### src/rtl/alu_float_pkg.sv
// Shared constants, state encoding and IEEE-754 field helpers for the float-to-integer converter.
// Macro F2I_TWOS_COMP_EN selects two's-complement results; undefined gives sign-magnitude.
package alu_float_pkg;

    localparam int FLT_MANT_W = 23;
    localparam int FLT_EXP_W  = 8;
    localparam int INT_W      = 32;

    localparam logic [FLT_EXP_W-1:0] FLT_BIAS        = 8'd127;
    localparam logic [FLT_EXP_W-1:0] F2I_SHIFT_BASE  = 8'd150;
    localparam logic [FLT_EXP_W-1:0] F2I_EXP_SAT     = 8'd158;
    localparam logic [FLT_EXP_W-1:0] FLT_EXP_SPECIAL = 8'hFF;

    localparam logic [INT_W-1:0] INT_POS_SAT = 32'h7FFF_FFFF;
`ifdef F2I_TWOS_COMP_EN
    localparam logic [INT_W-1:0] INT_NEG_SAT = 32'h8000_0000;
`else
    localparam logic [INT_W-1:0] INT_NEG_SAT = 32'hFFFF_FFFF;
`endif

    // The only negative value whose exponent reaches the saturation threshold yet still fits.
    localparam logic [INT_W-1:0] FLT_MIN_INT = 32'hCF00_0000;

    typedef enum logic [1:0] {
        IDLE,
        SHIFT,
        DONE
    } f2iState_t;

    function automatic logic fltSign(input logic [INT_W-1:0] flt);
        fltSign = flt[INT_W-1];
    endfunction

    function automatic logic [FLT_EXP_W-1:0] fltExp(input logic [INT_W-1:0] flt);
        fltExp = flt[FLT_MANT_W +: FLT_EXP_W];
    endfunction

    function automatic logic [FLT_MANT_W-1:0] fltFrac(input logic [INT_W-1:0] flt);
        fltFrac = flt[FLT_MANT_W-1:0];
    endfunction

    function automatic logic [INT_W-1:0] applySign(input logic sign, input logic [INT_W-2:0] mag);
`ifdef F2I_TWOS_COMP_EN
        applySign = sign ? (~{1'b0, mag} + 32'd1) : {1'b0, mag};
`else
        applySign = {sign, mag};
`endif
    endfunction

    function automatic logic [INT_W-1:0] satValue(input logic sign);
        satValue = sign ? INT_NEG_SAT : INT_POS_SAT;
    endfunction

endpackage

### src/rtl/f2i_classify.sv
// Combinational decode of a single-precision operand: special cases, shift direction and count.
// Honours F2I_TWOS_COMP_EN for the exact -2^31 case and the sign convention of special results.
module f2i_classify
    import alu_float_pkg::*;
(
    input  logic [31:0] i_flt,
    output logic        o_sign,
    output logic        o_special,
    output logic [31:0] o_specValue,
    output logic        o_specOvf,
    output logic        o_specInv,
    output logic        o_specInexact,
    output logic [30:0] o_mag,
    output logic [4:0]  o_cnt,
    output logic        o_dirLeft
);

    logic        w_sign;
    logic [7:0]  w_exp;
    logic [22:0] w_frac;

    assign w_sign = fltSign(i_flt);
    assign w_exp  = fltExp(i_flt);
    assign w_frac = fltFrac(i_flt);
    assign o_sign = w_sign;

    // Operands in 127..157 always fit in 31 bits and go to the shifter; everything else resolves here.
    always_comb begin
        o_special     = 1'b0;
        o_specValue   = 32'd0;
        o_specOvf     = 1'b0;
        o_specInv     = 1'b0;
        o_specInexact = 1'b0;
        o_mag         = 31'd0;
        o_cnt         = 5'd0;
        o_dirLeft     = 1'b0;

        if (w_exp == FLT_EXP_SPECIAL) begin
            o_special = 1'b1;
            if (w_frac != 23'd0) begin
                o_specInv = 1'b1;
            end else begin
                o_specOvf   = 1'b1;
                o_specValue = satValue(w_sign);
            end
        end else if (w_exp < FLT_BIAS) begin
            o_special     = 1'b1;
            o_specValue   = applySign(w_sign, 31'd0);
            o_specInexact = (w_exp != 8'd0) || (w_frac != 23'd0);
        end else if (w_exp >= F2I_EXP_SAT) begin
            o_special   = 1'b1;
            o_specOvf   = 1'b1;
            o_specValue = satValue(w_sign);
`ifdef F2I_TWOS_COMP_EN
            if (i_flt == FLT_MIN_INT) begin
                o_specOvf   = 1'b0;
                o_specValue = 32'h8000_0000;
            end
`endif
        end else begin
            o_mag = {7'd0, 1'b1, w_frac};
            if (w_exp < F2I_SHIFT_BASE) begin
                o_cnt     = 5'(F2I_SHIFT_BASE - w_exp);
                o_dirLeft = 1'b0;
            end else begin
                o_cnt     = 5'(w_exp - F2I_SHIFT_BASE);
                o_dirLeft = 1'b1;
            end
        end
    end

endmodule

### src/rtl/float_to_int.sv
// Iterative IEEE-754 single to 32-bit integer converter; truncates toward zero, saturates on overflow.
// Define F2I_TWOS_COMP_EN for two's-complement results; default output is sign-magnitude.
module float_to_int
    import alu_float_pkg::*;
#(
    parameter int STEP = 1
) (
    input  logic        clk,
    input  logic        rst,
    input  logic        in_valid,
    output logic        in_ready,
    input  logic [31:0] flt_value,
    output logic        out_valid,
    input  logic        out_ready,
    output logic [31:0] int_value,
    output logic        ovf,
    output logic        inv,
    output logic        inexact
);

    localparam logic [4:0] STEP_AMT = 5'(STEP);

    f2iState_t   r_state;
    f2iState_t   w_nextState;

    logic [30:0] r_mag;
    logic [4:0]  r_cnt;
    logic        r_dirLeft;
    logic        r_sign;
    logic [31:0] r_intValue;
    logic        r_ovf;
    logic        r_inv;
    logic        r_inexact;

    logic        w_sign;
    logic        w_special;
    logic [31:0] w_specValue;
    logic        w_specOvf;
    logic        w_specInv;
    logic        w_specInexact;
    logic [30:0] w_mag;
    logic [4:0]  w_cnt;
    logic        w_dirLeft;

    logic [4:0]  w_amt;
    logic [4:0]  w_cntNext;
    logic [30:0] w_lostMask;
    logic        w_lost;
    logic [30:0] w_shiftedMag;

    f2i_classify uClassify (
        .i_flt         (flt_value),
        .o_sign        (w_sign),
        .o_special     (w_special),
        .o_specValue   (w_specValue),
        .o_specOvf     (w_specOvf),
        .o_specInv     (w_specInv),
        .o_specInexact (w_specInexact),
        .o_mag         (w_mag),
        .o_cnt         (w_cnt),
        .o_dirLeft     (w_dirLeft)
    );

    // Final partial step shifts only what is left so the count lands exactly on zero.
    assign w_amt        = (r_cnt < STEP_AMT) ? r_cnt : STEP_AMT;
    assign w_cntNext    = r_cnt - w_amt;
    assign w_lostMask   = (31'd1 << w_amt) - 31'd1;
    assign w_lost       = |(r_mag & w_lostMask);
    assign w_shiftedMag = r_dirLeft ? (r_mag << w_amt) : (r_mag >> w_amt);

    always_ff @(posedge clk) begin
        if (rst) begin
            r_state <= IDLE;
        end else begin
            r_state <= w_nextState;
        end
    end

    always_comb begin
        w_nextState = r_state;
        case (r_state)
            IDLE: begin
                if (in_valid) begin
                    w_nextState = (w_special || (w_cnt == 5'd0)) ? DONE : SHIFT;
                end
            end
            SHIFT: begin
                if (w_cntNext == 5'd0) begin
                    w_nextState = DONE;
                end
            end
            DONE: begin
                if (out_ready) begin
                    w_nextState = IDLE;
                end
            end
            default: w_nextState = IDLE;
        endcase
    end

    always_comb begin
        in_ready  = (r_state == IDLE);
        out_valid = (r_state == DONE);
    end

    // Result and flags are written at accept (specials, zero-shift) or on the last shift cycle, then held through DONE.
    always_ff @(posedge clk) begin
        if (rst) begin
            r_mag      <= 31'd0;
            r_cnt      <= 5'd0;
            r_dirLeft  <= 1'b0;
            r_sign     <= 1'b0;
            r_intValue <= 32'd0;
            r_ovf      <= 1'b0;
            r_inv      <= 1'b0;
            r_inexact  <= 1'b0;
        end else begin
            case (r_state)
                IDLE: begin
                    if (in_valid) begin
                        r_mag     <= w_mag;
                        r_cnt     <= w_cnt;
                        r_dirLeft <= w_dirLeft;
                        r_sign    <= w_sign;
                        if (w_special) begin
                            r_intValue <= w_specValue;
                            r_ovf      <= w_specOvf;
                            r_inv      <= w_specInv;
                            r_inexact  <= w_specInexact;
                        end else begin
                            r_intValue <= (w_cnt == 5'd0) ? applySign(w_sign, w_mag) : 32'd0;
                            r_ovf      <= 1'b0;
                            r_inv      <= 1'b0;
                            r_inexact  <= 1'b0;
                        end
                    end
                end
                SHIFT: begin
                    r_mag <= w_shiftedMag;
                    r_cnt <= w_cntNext;
                    if (!r_dirLeft) begin
                        r_inexact <= r_inexact | w_lost;
                    end
                    if (w_cntNext == 5'd0) begin
                        r_intValue <= applySign(r_sign, w_shiftedMag);
                    end
                end
                default: begin
                end
            endcase
        end
    end

    assign int_value = r_intValue;
    assign ovf       = r_ovf;
    assign inv       = r_inv;
    assign inexact   = r_inexact;

endmodule

### config.mk
export PLATFORM = sky130hd
export DESIGN_NAME = float_to_int
export DESIGN_NICKNAME = d
export VERILOG_FILES = /design/src/rtl/alu_float_pkg.sv /design/src/rtl/f2i_classify.sv /design/src/rtl/float_to_int.sv
export SDC_FILE = /design/constraint.sdc
export NUM_CORES = 1
export LEC_CHECK = 0
export BUFFER_PORTS_ARGS = -buffer_cell sky130_fd_sc_hd__buf_2
export CORE_ASPECT_RATIO = 1.75
export CORE_UTILIZATION = 50
export DETAILED_ROUTE_END_ITERATION = 12
export HOLD_SLACK_MARGIN = 0.03
export PLACE_DENSITY = 0.8
export SLEW_MARGIN = 30
export SYNTH_ARGS = -nofsm -noshare
export SYNTH_HDL_FRONTEND = slang
export SYNTH_HIERARCHICAL = 1
export SYNTH_SLANG_ARGS = --single-unit
### constraint.sdc
create_clock -name clk -period 13.15 [get_ports clk]
set_clock_uncertainty 0.2 [all_clocks]
set_input_delay 1.9725 -clock clk [delete_from_list [all_inputs] [get_ports clk]]
set_output_delay 1.9725 -clock clk [all_outputs]
set_load 0.03 [all_outputs]
==> results of run 1 <==
## placed cells by master (no fill, tap or decap), drive strengths merged, types with 2 or more instances in the layout
cell / instances
a211o: 2
a211oi: 2
a21boi: 2
a21oi: 43
a311oi: 64
a31oi: 2
and3: 27
buf: 83
clkbuf: 11
clkinv: 3
conb: 7
dfxtp: 75
ha: 7
inv: 10
mux2: 31
mux2i: 32
nand2: 12
nand2b: 35
nand3: 38
nand4: 2
nor2: 49
nor2b: 3
nor3: 4
nor4: 10
o2111a: 2
o211ai: 32
o21ai: 37
o21bai: 2
or2: 2
or3: 2
or4: 2
xnor2: 2
## metal layers
layer / track usage, % / up-vias / share of wire, %
met2: 45.64 / 228 / 51
met3: 4.039 / 46 / 5.5
met5: 0 / - / 0
met4: 15.51 / 0 / 4.5
met1: 33.04 / 2345 / 39
li1: - / 2401 / -
## worst max-delay path: stages
cell	delay (ns)
sky130_fd_sc_hd__buf_2	0.12
sky130_fd_sc_hd__inv_1	0.10
sky130_fd_sc_hd__ha_1	0.16
sky130_fd_sc_hd__o21ai_0	0.07
sky130_fd_sc_hd__or2_1	0.47
sky130_fd_sc_hd__and2_4	0.27
sky130_fd_sc_hd__inv_2	0.63
sky130_fd_sc_hd__nor2_1	0.12
sky130_fd_sc_hd__or4_1	0.55
sky130_fd_sc_hd__o21bai_2	0.62
sky130_fd_sc_hd__buf_4	0.38
sky130_fd_sc_hd__nand3_1	0.11
sky130_fd_sc_hd__a311oi_1	0.31
## power by group
group	leakage, nW	internal [mW]	total, mW	switching, mW
Combinational	1.42	0.0582	0.160	0.102
Sequential	0.619	0.246	0.264	0.0177
Clock	0.137	0.135	0.228	0.0934
## how the worst max path moves through the flow
| stage | from | cells after the start | to | slack (ns) |
|---|---|---|---|---|
| after CTS | flt_value[23] | 13 | int_value[9] | 7.36 |
| after global routing | flt_value[23] | 13 | int_value[13] | 7.03 |
| after floorplan | flt_value[23] | 11 | int_value[12] | 7.61 |
| after global placement | flt_value[23] | 13 | int_value[2] | 7.01 |
| after detailed placement | flt_value[23] | 13 | int_value[9] | 7.04 |
| final | flt_value[23] | 13 | int_value[9] | 7.29 |
## state kept, by name, indices dropped and copies added (netlist names)
name,cells
r_mag,31
inv,1
r_cnt,5
int_value,32
r_sign,1
r_state,2
ovf,1
inexact,1
r_dirLeft,1
## Yosys cell counts, types with 2 or more instances
master / n / share of area [%]
sky130_fd_sc_hd__dfxtp_1: 75 / 28
sky130_fd_sc_hd__a311oi_1: 64 / 10
sky130_fd_sc_hd__nor2_1: 48 / 3.3
sky130_fd_sc_hd__a21oi_1: 43 / 4.0
sky130_fd_sc_hd__buf_4: 40 / 5.5
sky130_fd_sc_hd__clkbuf_1: 40 / 2.8
sky130_fd_sc_hd__nand3_1: 38 / 3.5
sky130_fd_sc_hd__nand2b_1: 35 / 4.0
sky130_fd_sc_hd__mux2i_1: 32 / 5.9
sky130_fd_sc_hd__mux2_2: 31 / 6.4
sky130_fd_sc_hd__and3_1: 27 / 3.1
sky130_fd_sc_hd__o211ai_1: 21 / 2.9
sky130_fd_sc_hd__o21ai_1: 17 / 1.6
sky130_fd_sc_hd__o21ai_2: 13 / 2.1
sky130_fd_sc_hd__nand2_1: 12 / 0.83
sky130_fd_sc_hd__buf_2: 11 / 1.0
sky130_fd_sc_hd__o211ai_2: 11 / 2.5
sky130_fd_sc_hd__nor4_1: 10 / 1.2
sky130_fd_sc_hd__inv_1: 8 / 0.55
sky130_fd_sc_hd__buf_6: 7 / 1.5
sky130_fd_sc_hd__ha_1: 7 / 1.6
sky130_fd_sc_hd__o21ai_0: 7 / 0.64
sky130_fd_sc_hd__buf_1: 5 / 0.35
sky130_fd_sc_hd__nor3_1: 4 / 0.37
sky130_fd_sc_hd__nor2b_1: 3 / 0.35
sky130_fd_sc_hd__a211o_1: 2 / 0.32
sky130_fd_sc_hd__a21boi_0: 2 / 0.28
sky130_fd_sc_hd__a31oi_1: 2 / 0.23
sky130_fd_sc_hd__clkbuf_2: 2 / 0.18
sky130_fd_sc_hd__inv_2: 2 / 0.14
sky130_fd_sc_hd__nand4_1: 2 / 0.23
sky130_fd_sc_hd__o2111a_1: 2 / 0.41
sky130_fd_sc_hd__or3_1: 2 / 0.23
sky130_fd_sc_hd__xnor2_1: 2 / 0.32
## cell type report
type	instances	area, um^2	area share, %
Multi-Input combinational cell	467	3332	57.93
Clock inverter	3	15.01	0.2610
Clock buffer	11	252.7	4.394
Inverter	10	37.54	0.6526
Sequential cell	75	1501	26.10
Tap cell	130	162.7	2.828
Timing Repair Buffer	83	450.4	7.831
## cell families (layout without fill, tap and decap cells)
family	count (synthesis)	in the layout	synth area share [%]
flip-flops	75	75	27.62
buffers and inverters	115	107	11.97
AO/OA/AOI/OAI	196	196	27.30
adder cells (fa/ha/maj)	7	7	1.611
other	1	7	0.06898
XOR/XNOR	3	3	0.4834
multiplexers	63	63	12.31
AND/OR/NAND/NOR	191	191	18.64
==> metrics.cfg, run 1 <==
[outcome]
outcome=finished clean

[grt]
grt_first_pass_wirelength_um=24250
first_global_vias=4828
initial_antenna_violation_count=0
maximum_number_of_pins_on_one_net_before_global_route_repair=88
grt_overflow_total=0
track_usage_pct=27.52

[critical_path]
critical_path_peak_fanout=42
start_kind=input port
worst_ep_arrival_time_ns=5.89
critical_path.reg2reg.endpoint=inexact
rr_startpoint=r_cnt[1]
critical_path_class=in -> reg
worst-r2r-setup-slack_ns=9.96
worstSetupEndpointType=flop
worst_r2r_path_depth=7
cp_data_required_time_ns=13.18

[placement]
gp_congestion=0.8717
placement.io_buffers=72
pre_cts_ws_ns=7.039
dpl.hpwl_um=9989
placed_cells_incl_taps=764
post_dp_cell_area_um2=5469

[drt]
postRouteWirelength_um=15200
post_drt_via_cell_ratio=6.444
detailedRoute.firstIterationViolations=523
drt_drc_violations_left=0
wl_per_cell_um=19.52
postRouteAntennaNets=0
dr_total_vias=5020
first_pass_iters=5

[synth]
synth.yosys.seq_area_share_pct=27.62
synthesis.area_um2=5436
synth_enable_flop_cells=0
seq_cells_post_synth=75
yosysUniqueCellTypes=58
syn_inst=651
ys_warns=6
synth_async_sr_flop_share_pct=0
ys_dominant_reg_cell=sky130_fd_sc_hd__dfxtp_1
postSynthAreaPerCell_um2=8.351

[timing]
timing.hold.ws_ns=0.2665
slew_viol_final=0
finalSetupViolCount=0
min_period_ns=5.863
worst_slack_ns=7.287
fin_crit_sh_pct=44.58
setup_repair_after_global_routing_missed_its_margin=no
clock.fmax_mhz=170.6
count_of_endpoints_failing_hold_in_the_final_timing_report=0
tightestPinTransition_ns=0.8755
slew_headroom_pct=41.29
setup-tns-final_ns=0

[layout]
final.fill_count=997
final_core_utilization_pct=54.08
fin_nets=689
area.growth.synth_to_final_pct=5.800
layout-drive-gt1-share_pct=25.58
diodes=0
fin_cells=779
stdcell_area_um2=5752

[clocking]
cts.path.max_buffers=2
cts.htree.levels=3
tritoncts_num_sinks=75
holdBufCountCts=0
worstSkewPairLatency_ns=0.33
clk_root_buffer_cell=sky130_fd_sc_hd__clkbuf_16
numCtsBuffers=9
post_cts_buffers=0
tritoncts_clock_tree=built
cts.reportedPaths.clkPinSlew_ns=0.06
cts_resized=0

[min_path]
min_to=inv
type_of_the_most_critical_hold_path=reg -> reg
hold_start=inv
worstHoldPathCells=2

[floorplan]
core.rowCount=50
io_pins=73
die_area_um2=11310
die_h_um=139.9
core-area_um2=10640
die_outline_width_um=80.83
starting_density_of_the_core_pct=51.12

[power]
power_density_nw_per_um2=113.3
report.power.total_uw=651.8
vdd.ir_drop.worst_mv=0.07274
power.static_leakage_nw=2.179

[run]
drv.max_cap_violation_count=0

Power figures use the tool's default switching activity.
==> inputs of run 2 (changes only) <==
==> constraint.sdc (replaced) <==
create_clock -name clk -period 5.7 [get_ports clk]
set_clock_uncertainty 0.2 [all_clocks]
set_input_delay 0.855 -clock clk [delete_from_list [all_inputs] [get_ports clk]]
set_output_delay 0.855 -clock clk [all_outputs]
set_load 0.03 [all_outputs]
==> metrics.cfg, run 2 (synthesis gave the netlist of run 1 again) <==
[outcome]
outcome=finished clean  ; unchanged

[timing]
timing.hold.ws_ns=0.2563  ; was 0.2665 ns
setup_repair_after_global_routing_missed_its_margin=no  ; unchanged
worst_slack_ns=1.365  ; was 7.287 ns
finalSetupViolCount=0  ; unchanged
slew_viol_final=0  ; unchanged
tightestPinTransition_ns=0.9305  ; was 0.8755 ns
fin_crit_sh_pct=76.05
slew_headroom_pct=37.82  ; was 41.29%
setup-tns-final_ns=0  ; unchanged
count_of_endpoints_failing_hold_in_the_final_timing_report=0  ; unchanged
clock.fmax_mhz=230.7
min_period_ns=4.335

[min_path]
worstHoldPathCells=2  ; unchanged
type_of_the_most_critical_hold_path=reg -> reg  ; unchanged
min_to=r_sign  ; was inv
hold_start=r_sign  ; was inv

[drt]
detailedRoute.firstIterationViolations=498  ; was 523
dr_total_vias=5254  ; was 5,020
postRouteWirelength_um=15650  ; was 15,200 um
postRouteAntennaNets=0  ; unchanged
drt_drc_violations_left=0  ; unchanged
first_pass_iters=5  ; unchanged
wl_per_cell_um=20.04  ; was 19.52 um
post_drt_via_cell_ratio=6.727  ; was 6.444

[grt]
initial_antenna_violation_count=0  ; unchanged
maximum_number_of_pins_on_one_net_before_global_route_repair=78  ; was 88
track_usage_pct=28.71  ; was 27.52%
grt_overflow_total=0  ; unchanged
grt_first_pass_wirelength_um=25340  ; was 24,250 um
first_global_vias=5154  ; was 4,828

[power]
power.static_leakage_nw=2.199  ; was 2.179 nW
power_density_nw_per_um2=263.5  ; was 113.3 nW/um^2
report.power.total_mw=1.528  ; was 651.8 uW
vdd.ir_drop.worst_mv=0.1755  ; was 0.07274 mV

[critical_path]
start_kind=input port  ; unchanged
critical_path.reg2reg.endpoint=inexact  ; unchanged
worst-r2r-setup-slack_ns=2.53  ; was 9.96 ns
worst_ep_arrival_time_ns=4.36  ; was 5.89 ns
critical_path_class=in -> reg  ; unchanged
rr_startpoint=r_cnt[1]  ; unchanged
worst_r2r_path_depth=7  ; unchanged
critical_path_peak_fanout=42  ; unchanged
worstSetupEndpointType=flop  ; unchanged
cp_data_required_time_ns=5.73  ; was 13.18 ns

[layout]
mostFrequentLayoutCell=sky130_fd_sc_hd__dfxtp_1  ; unchanged
largest_register_ff_count=32  ; unchanged
final.fill_count=987  ; was 997
area_occupied_by_multi_input_gates_um2=3332  ; unchanged
final_core_utilization_pct=54.51  ; was 54.08%
area.growth.synth_to_final_pct=6.628  ; was 5.800%
final-seq-area_um2=1501  ; unchanged
fin_nets=690  ; was 689
stdcell_area_um2=5797  ; was 5752 um^2
diodes=0  ; unchanged
layout-drive-gt1-share_pct=25.65  ; was 25.58%
layout_common_cells=sky130_fd_sc_hd__dfxtp_1, sky130_fd_sc_hd__buf_2, sky130_fd_sc_hd__a311oi_1, sky130_fd_sc_hd__nor2_1, sky130_fd_sc_hd__a21oi_1  ; unchanged
fin_cells=781  ; was 779

[clocking]
post_cts_buffers=0  ; unchanged
worstSkewPairLatency_ns=0.34  ; was 0.33 ns
cts.reportedPaths.clkPinSlew_ns=0.06  ; about the same
cts.path.max_buffers=2  ; unchanged
numCtsBuffers=9  ; unchanged
cts.htree.levels=3  ; unchanged
tritoncts_num_sinks=75  ; unchanged
clk_root_buffer_cell=sky130_fd_sc_hd__clkbuf_16  ; unchanged
tritoncts_clock_tree=built  ; unchanged
holdBufCountCts=0  ; unchanged
cts_resized=0  ; unchanged

[placement]
post_dp_cell_area_um2=5489  ; was 5469 um^2
dpl.hpwl_um=10130  ; was 9989 um
placed_cells_incl_taps=765  ; was 764
gp_congestion=0.9203  ; was 0.8717
placement.io_buffers=72  ; unchanged
pre_cts_ws_ns=1.125  ; was 7.039 ns

[floorplan]
core.rowCount=50  ; unchanged
core-area_um2=10640  ; unchanged
io_pins=73  ; unchanged
die_area_um2=11310  ; unchanged
starting_density_of_the_core_pct=51.12  ; unchanged
die_h_um=139.9  ; unchanged
die_outline_width_um=80.83  ; unchanged

[run]
drv.max_cap_violation_count=0  ; unchanged

==> run 2: changes by cell type in the layout (fill, tap and decap cells not counted), sizes merged <==
| cell | previous run | this run |
|---|---|---|
| clkbuf | 11 | 13 |
| buf | 83 | 84 |
| clkinv | 3 | 2 |
==> run 2: layout make-up <==
| class | count | area share, % |
|---|---|---|
| clock buffers | 13 | 4.662 |
| clock inverters | 2 | 0.1727 |
| inverters | 10 | 0.6475 |
| multi-input cells | 467 | 57.48 |
| flip-flops and latches | 75 | 25.90 |
| well taps | 130 | 2.806 |
| repair buffers | 84 | 8.332 |
==> run 2: per-layer routing <==
layer	global-route usage (%)	wire length (um)	vias to the layer above
met5	0	0	-
met4	20.21	788	0
met3	5.603	1139	62
met2	45.69	7925	286
met1	33.63	5800	2502
li1	-	-	2404
==> run 2: worst max path at each step <==
stage                     cells past startpoint             to  slack, ns     startpoint
after global placement                       14  int_value[24]       1.31  flt_value[23]
final                                        14  int_value[20]       1.37  flt_value[23]
after CTS                                    14  int_value[20]       1.45  flt_value[23]
after global routing                         14  int_value[13]       1.19  flt_value[23]
after floorplan                              11  int_value[12]       1.28  flt_value[23]
after detailed placement                     14  int_value[20]       1.12  flt_value[23]
==> run 2: critical path: stages <==
cell                       delay (ns)
sky130_fd_sc_hd__buf_2           0.12
sky130_fd_sc_hd__inv_1           0.09
sky130_fd_sc_hd__ha_1            0.15
sky130_fd_sc_hd__o21ai_0         0.08
sky130_fd_sc_hd__or2_0           0.21
sky130_fd_sc_hd__buf_4           0.21
sky130_fd_sc_hd__and2_4          0.17
sky130_fd_sc_hd__inv_2           0.66
sky130_fd_sc_hd__nor2_1          0.15
sky130_fd_sc_hd__or4_1           0.57
sky130_fd_sc_hd__o21bai_2        0.40
sky130_fd_sc_hd__buf_12          0.24
sky130_fd_sc_hd__nand3_1         0.10
sky130_fd_sc_hd__a311oi_1        0.34
==> run 2: report_power, final <==
group | internal [mW] | total (mW) | switching (mW) | leakage [nW]
Sequential | 0.567 | 0.609 | 0.0416 | 0.619
Combinational | 0.137 | 0.375 | 0.238 | 1.44
Clock | 0.327 | 0.543 | 0.217 | 0.141
==> inputs of run 3 (changes only) <==
==> constraint.sdc (replaced) <==
create_clock -name clk -period 4.35 [get_ports clk]
set_clock_uncertainty 0.2 [all_clocks]
set_input_delay 0.6525 -clock clk [delete_from_list [all_inputs] [get_ports clk]]
set_output_delay 0.6525 -clock clk [all_outputs]
set_load 0.03 [all_outputs]
==> metrics.cfg, run 3 (synthesis gave the netlist of run 1 again) <==
[layout]
stdcell_area_um2=5827  ; was 5797 um^2
largest_register_ff_count=32  ; unchanged
layout-drive-gt1-share_pct=25.88  ; was 25.65%
fin_nets=691  ; was 690
diodes=0  ; unchanged
fin_cells=783  ; was 781
final.fill_count=1003  ; was 987
area.growth.synth_to_final_pct=7.181  ; was 6.628%
layout_common_cells=sky130_fd_sc_hd__dfxtp_1, sky130_fd_sc_hd__buf_2, sky130_fd_sc_hd__a311oi_1, sky130_fd_sc_hd__nor2_1, sky130_fd_sc_hd__a21oi_1  ; unchanged
final_core_utilization_pct=54.79  ; was 54.51%
mostFrequentLayoutCell=sky130_fd_sc_hd__dfxtp_1  ; unchanged

[critical_path]
worst_ep_arrival_time_ns=3.35  ; was 4.36 ns
worst_r2r_path_depth=7  ; unchanged
cp_top_family=compound AO/OA/AOI/OAI gates  ; was buffers and inverters
critical_path_class=in -> reg  ; unchanged
worst-r2r-setup-slack_ns=1.26  ; was 2.53 ns
cp_num_buf_inv=2  ; was 5
critical_path_peak_fanout=33  ; was 42
critical_path.reg2reg.endpoint=inexact  ; unchanged
rr_startpoint=r_cnt[1]  ; unchanged
path_cells=buf_2, a211o_1, o21ai_2, mux2i_1, mux2i_1, or4_1, o21bai_2, buf_4, nand3_1, a311oi_1  ; was buf_2, inv_1, ha_1, o21ai_0, or2_0, buf_4, and2_4, inv_2, nor2_1, or4_1, o21bai_2, buf_12, nand3_1, a311oi_1
start_kind=input port  ; unchanged
critical-path-slowest-cell=sky130_fd_sc_hd__or4_1  ; was sky130_fd_sc_hd__inv_2
launching_instance_or_port_of_the_critical_path=flt_value[27]  ; was flt_value[23]
crit_path_max_incr_delay_ns=0.56  ; was 0.66 ns
cp_data_required_time_ns=4.38  ; was 5.73 ns
worstSetupEndpointType=flop  ; unchanged
critical-path-top-cell-by-count=sky130_fd_sc_hd__mux2i_1

[floorplan]
core.rowCount=50  ; unchanged
die_h_um=139.9  ; unchanged
core-area_um2=10640  ; unchanged
starting_density_of_the_core_pct=51.12  ; unchanged
die_area_um2=11310  ; unchanged
io_pins=73  ; unchanged
die_outline_width_um=80.83  ; unchanged

[power]
power_density_nw_per_um2=357.5  ; was 263.5 nW/um^2
power.static_leakage_nw=2.205  ; was 2.199 nW
vdd.ir_drop.worst_mv=0.2142  ; was 0.1755 mV
intPower_mw=1.425  ; was 1.031 mW
switching_share_pct=31.60  ; was 32.52%
p_clk_share_pct=38.6  ; was 35.6%
power.switching_uw=658.2  ; was 496.8 uW
report.power.total_mw=2.083  ; was 1.528 mW
comb_power_share_pct=23.1  ; was 24.6%
share_seq_of_total_power_pct=38.3  ; was 39.9%

[clocking]
cts.reportedPaths.clkPinSlew_ns=0.06  ; about the same
tritoncts_num_sinks=75  ; unchanged
cts_resized=0  ; unchanged
post_cts_buffers=0  ; unchanged
tritoncts_clock_tree=built  ; unchanged
worstSkewPairLatency_ns=0.34  ; about the same
numCtsBuffers=9  ; unchanged
cts.htree.levels=3  ; unchanged
clk_root_buffer_cell=sky130_fd_sc_hd__clkbuf_16  ; unchanged
holdBufCountCts=0  ; unchanged
cts.path.max_buffers=2  ; unchanged

[timing]
finalSetupViolCount=0  ; unchanged
tightestPinTransition_ns=0.9281  ; was 0.9305 ns
fin_crit_sh_pct=76.23
min_period_ns=3.316
count_of_endpoints_failing_hold_in_the_final_timing_report=0  ; unchanged
timing.hold.ws_ns=0.2553  ; was 0.2563 ns
worst_slack_ns=1.034  ; was 1.365 ns
setup_repair_after_global_routing_missed_its_margin=no  ; unchanged
clock.fmax_mhz=301.6
setup-tns-final_ns=0  ; unchanged
slew_headroom_pct=37.84  ; was 37.82%
slew_viol_final=0  ; unchanged

[min_path]
min_to=inv  ; was r_sign
type_of_the_most_critical_hold_path=reg -> reg  ; unchanged
worstHoldPathCells=2  ; unchanged
hold_start=inv  ; was r_sign

[placement]
gp_congestion=0.9346  ; was 0.9203
dpl.hpwl_um=9969  ; was 10,130 um
placement.io_buffers=72  ; unchanged
post_dp_cell_area_um2=5505  ; was 5489 um^2
pre_cts_ws_ns=0.6841  ; was 1.125 ns
placed_cells_incl_taps=767  ; was 765

[drt]
postRouteAntennaNets=0  ; unchanged
detailedRoute.firstIterationViolations=401  ; was 498
post_drt_via_cell_ratio=6.590  ; was 6.727
wl_per_cell_um=19.77  ; was 20.04 um
drt_drc_violations_left=0  ; unchanged
first_pass_iters=6  ; was 5
dr_total_vias=5160  ; was 5,254
postRouteWirelength_um=15480  ; was 15,650 um

[grt]
track_usage_pct=28.39  ; was 28.71%
grt_first_pass_wirelength_um=24990  ; was 25,340 um
grt_overflow_total=0  ; unchanged
maximum_number_of_pins_on_one_net_before_global_route_repair=101  ; was 78
initial_antenna_violation_count=0  ; unchanged
first_global_vias=5046  ; was 5,154

[run]
drv.max_cap_violation_count=0  ; unchanged

[outcome]
outcome=finished clean  ; unchanged

-- run 3: cell count changes in the layout (fill, tap and decap cells not counted), sizes merged --
cell and delta:
clkbuf -3, buf +1, inv +1, clkinv -1
bufinv +2, clkinvlp +2
-- run 3: final cells by class --
type | count | area (um^2) | share of cell area (%)
clock buffer | 10 | 229.0 | 3.930
clock inverter | 6 | 88.84 | 1.525
inverter | 10 | 37.54 | 0.6442
multi-input combinational | 467 | 3321 | 56.99
sequential | 75 | 1503 | 25.79
tap | 130 | 162.7 | 2.791
timing repair buffer | 85 | 485.5 | 8.332
-- run 3: worst reg2reg max path, delay by kind of cell (launching register included) --
family,cells,cell delay [ns]
adder cells (fa/ha/maj),1,0.39
AND/OR/NAND/NOR,2,1.00
flip-flops,1,0.38
buffers and inverters,2,0.32
AO/OA/AOI/OAI,2,0.67
-- run 3: metal layers --
| metal | share of wire (%) | track usage (%) | vias up |
|---|---|---|---|
| met5 | 0 | 0 | - |
| met4 | 4.9 | 17.48 | 0 |
| met3 | 6.0 | 4.365 | 51 |
| met2 | 50 | 46.97 | 238 |
| met1 | 39 | 33.43 | 2468 |
| li1 | - | - | 2403 |
-- run 3: how the worst max path moves through the flow --
stage / endpoint / slack, ns / depth (start not counted)
final: int_value[15] / 1.03 / 10
after global routing: int_value[27] / 0.87 / 13
after CTS: int_value[15] / 1.05 / 10
after detailed placement: int_value[15] / 0.68 / 10
after global placement: int_value[23] / 0.82 / 9
after floorplan: int_value[12] / 0.13 / 11
-- run 3: power groups by stage --
stage / Clock [mW] / Combinational, mW / Sequential [mW]
6_report: 0.804 / 0.481 / 0.798
5_1_grt: 0.839 / 0.523 / 0.804
4_1_cts: 0.808 / 0.479 / 0.796
3_5_place_dp: 0 / 0.476 / 0.810
3_3_place_gp: 0 / 0.461 / 0.809
2_1_floorplan: 0 / 0.355 / 0.851
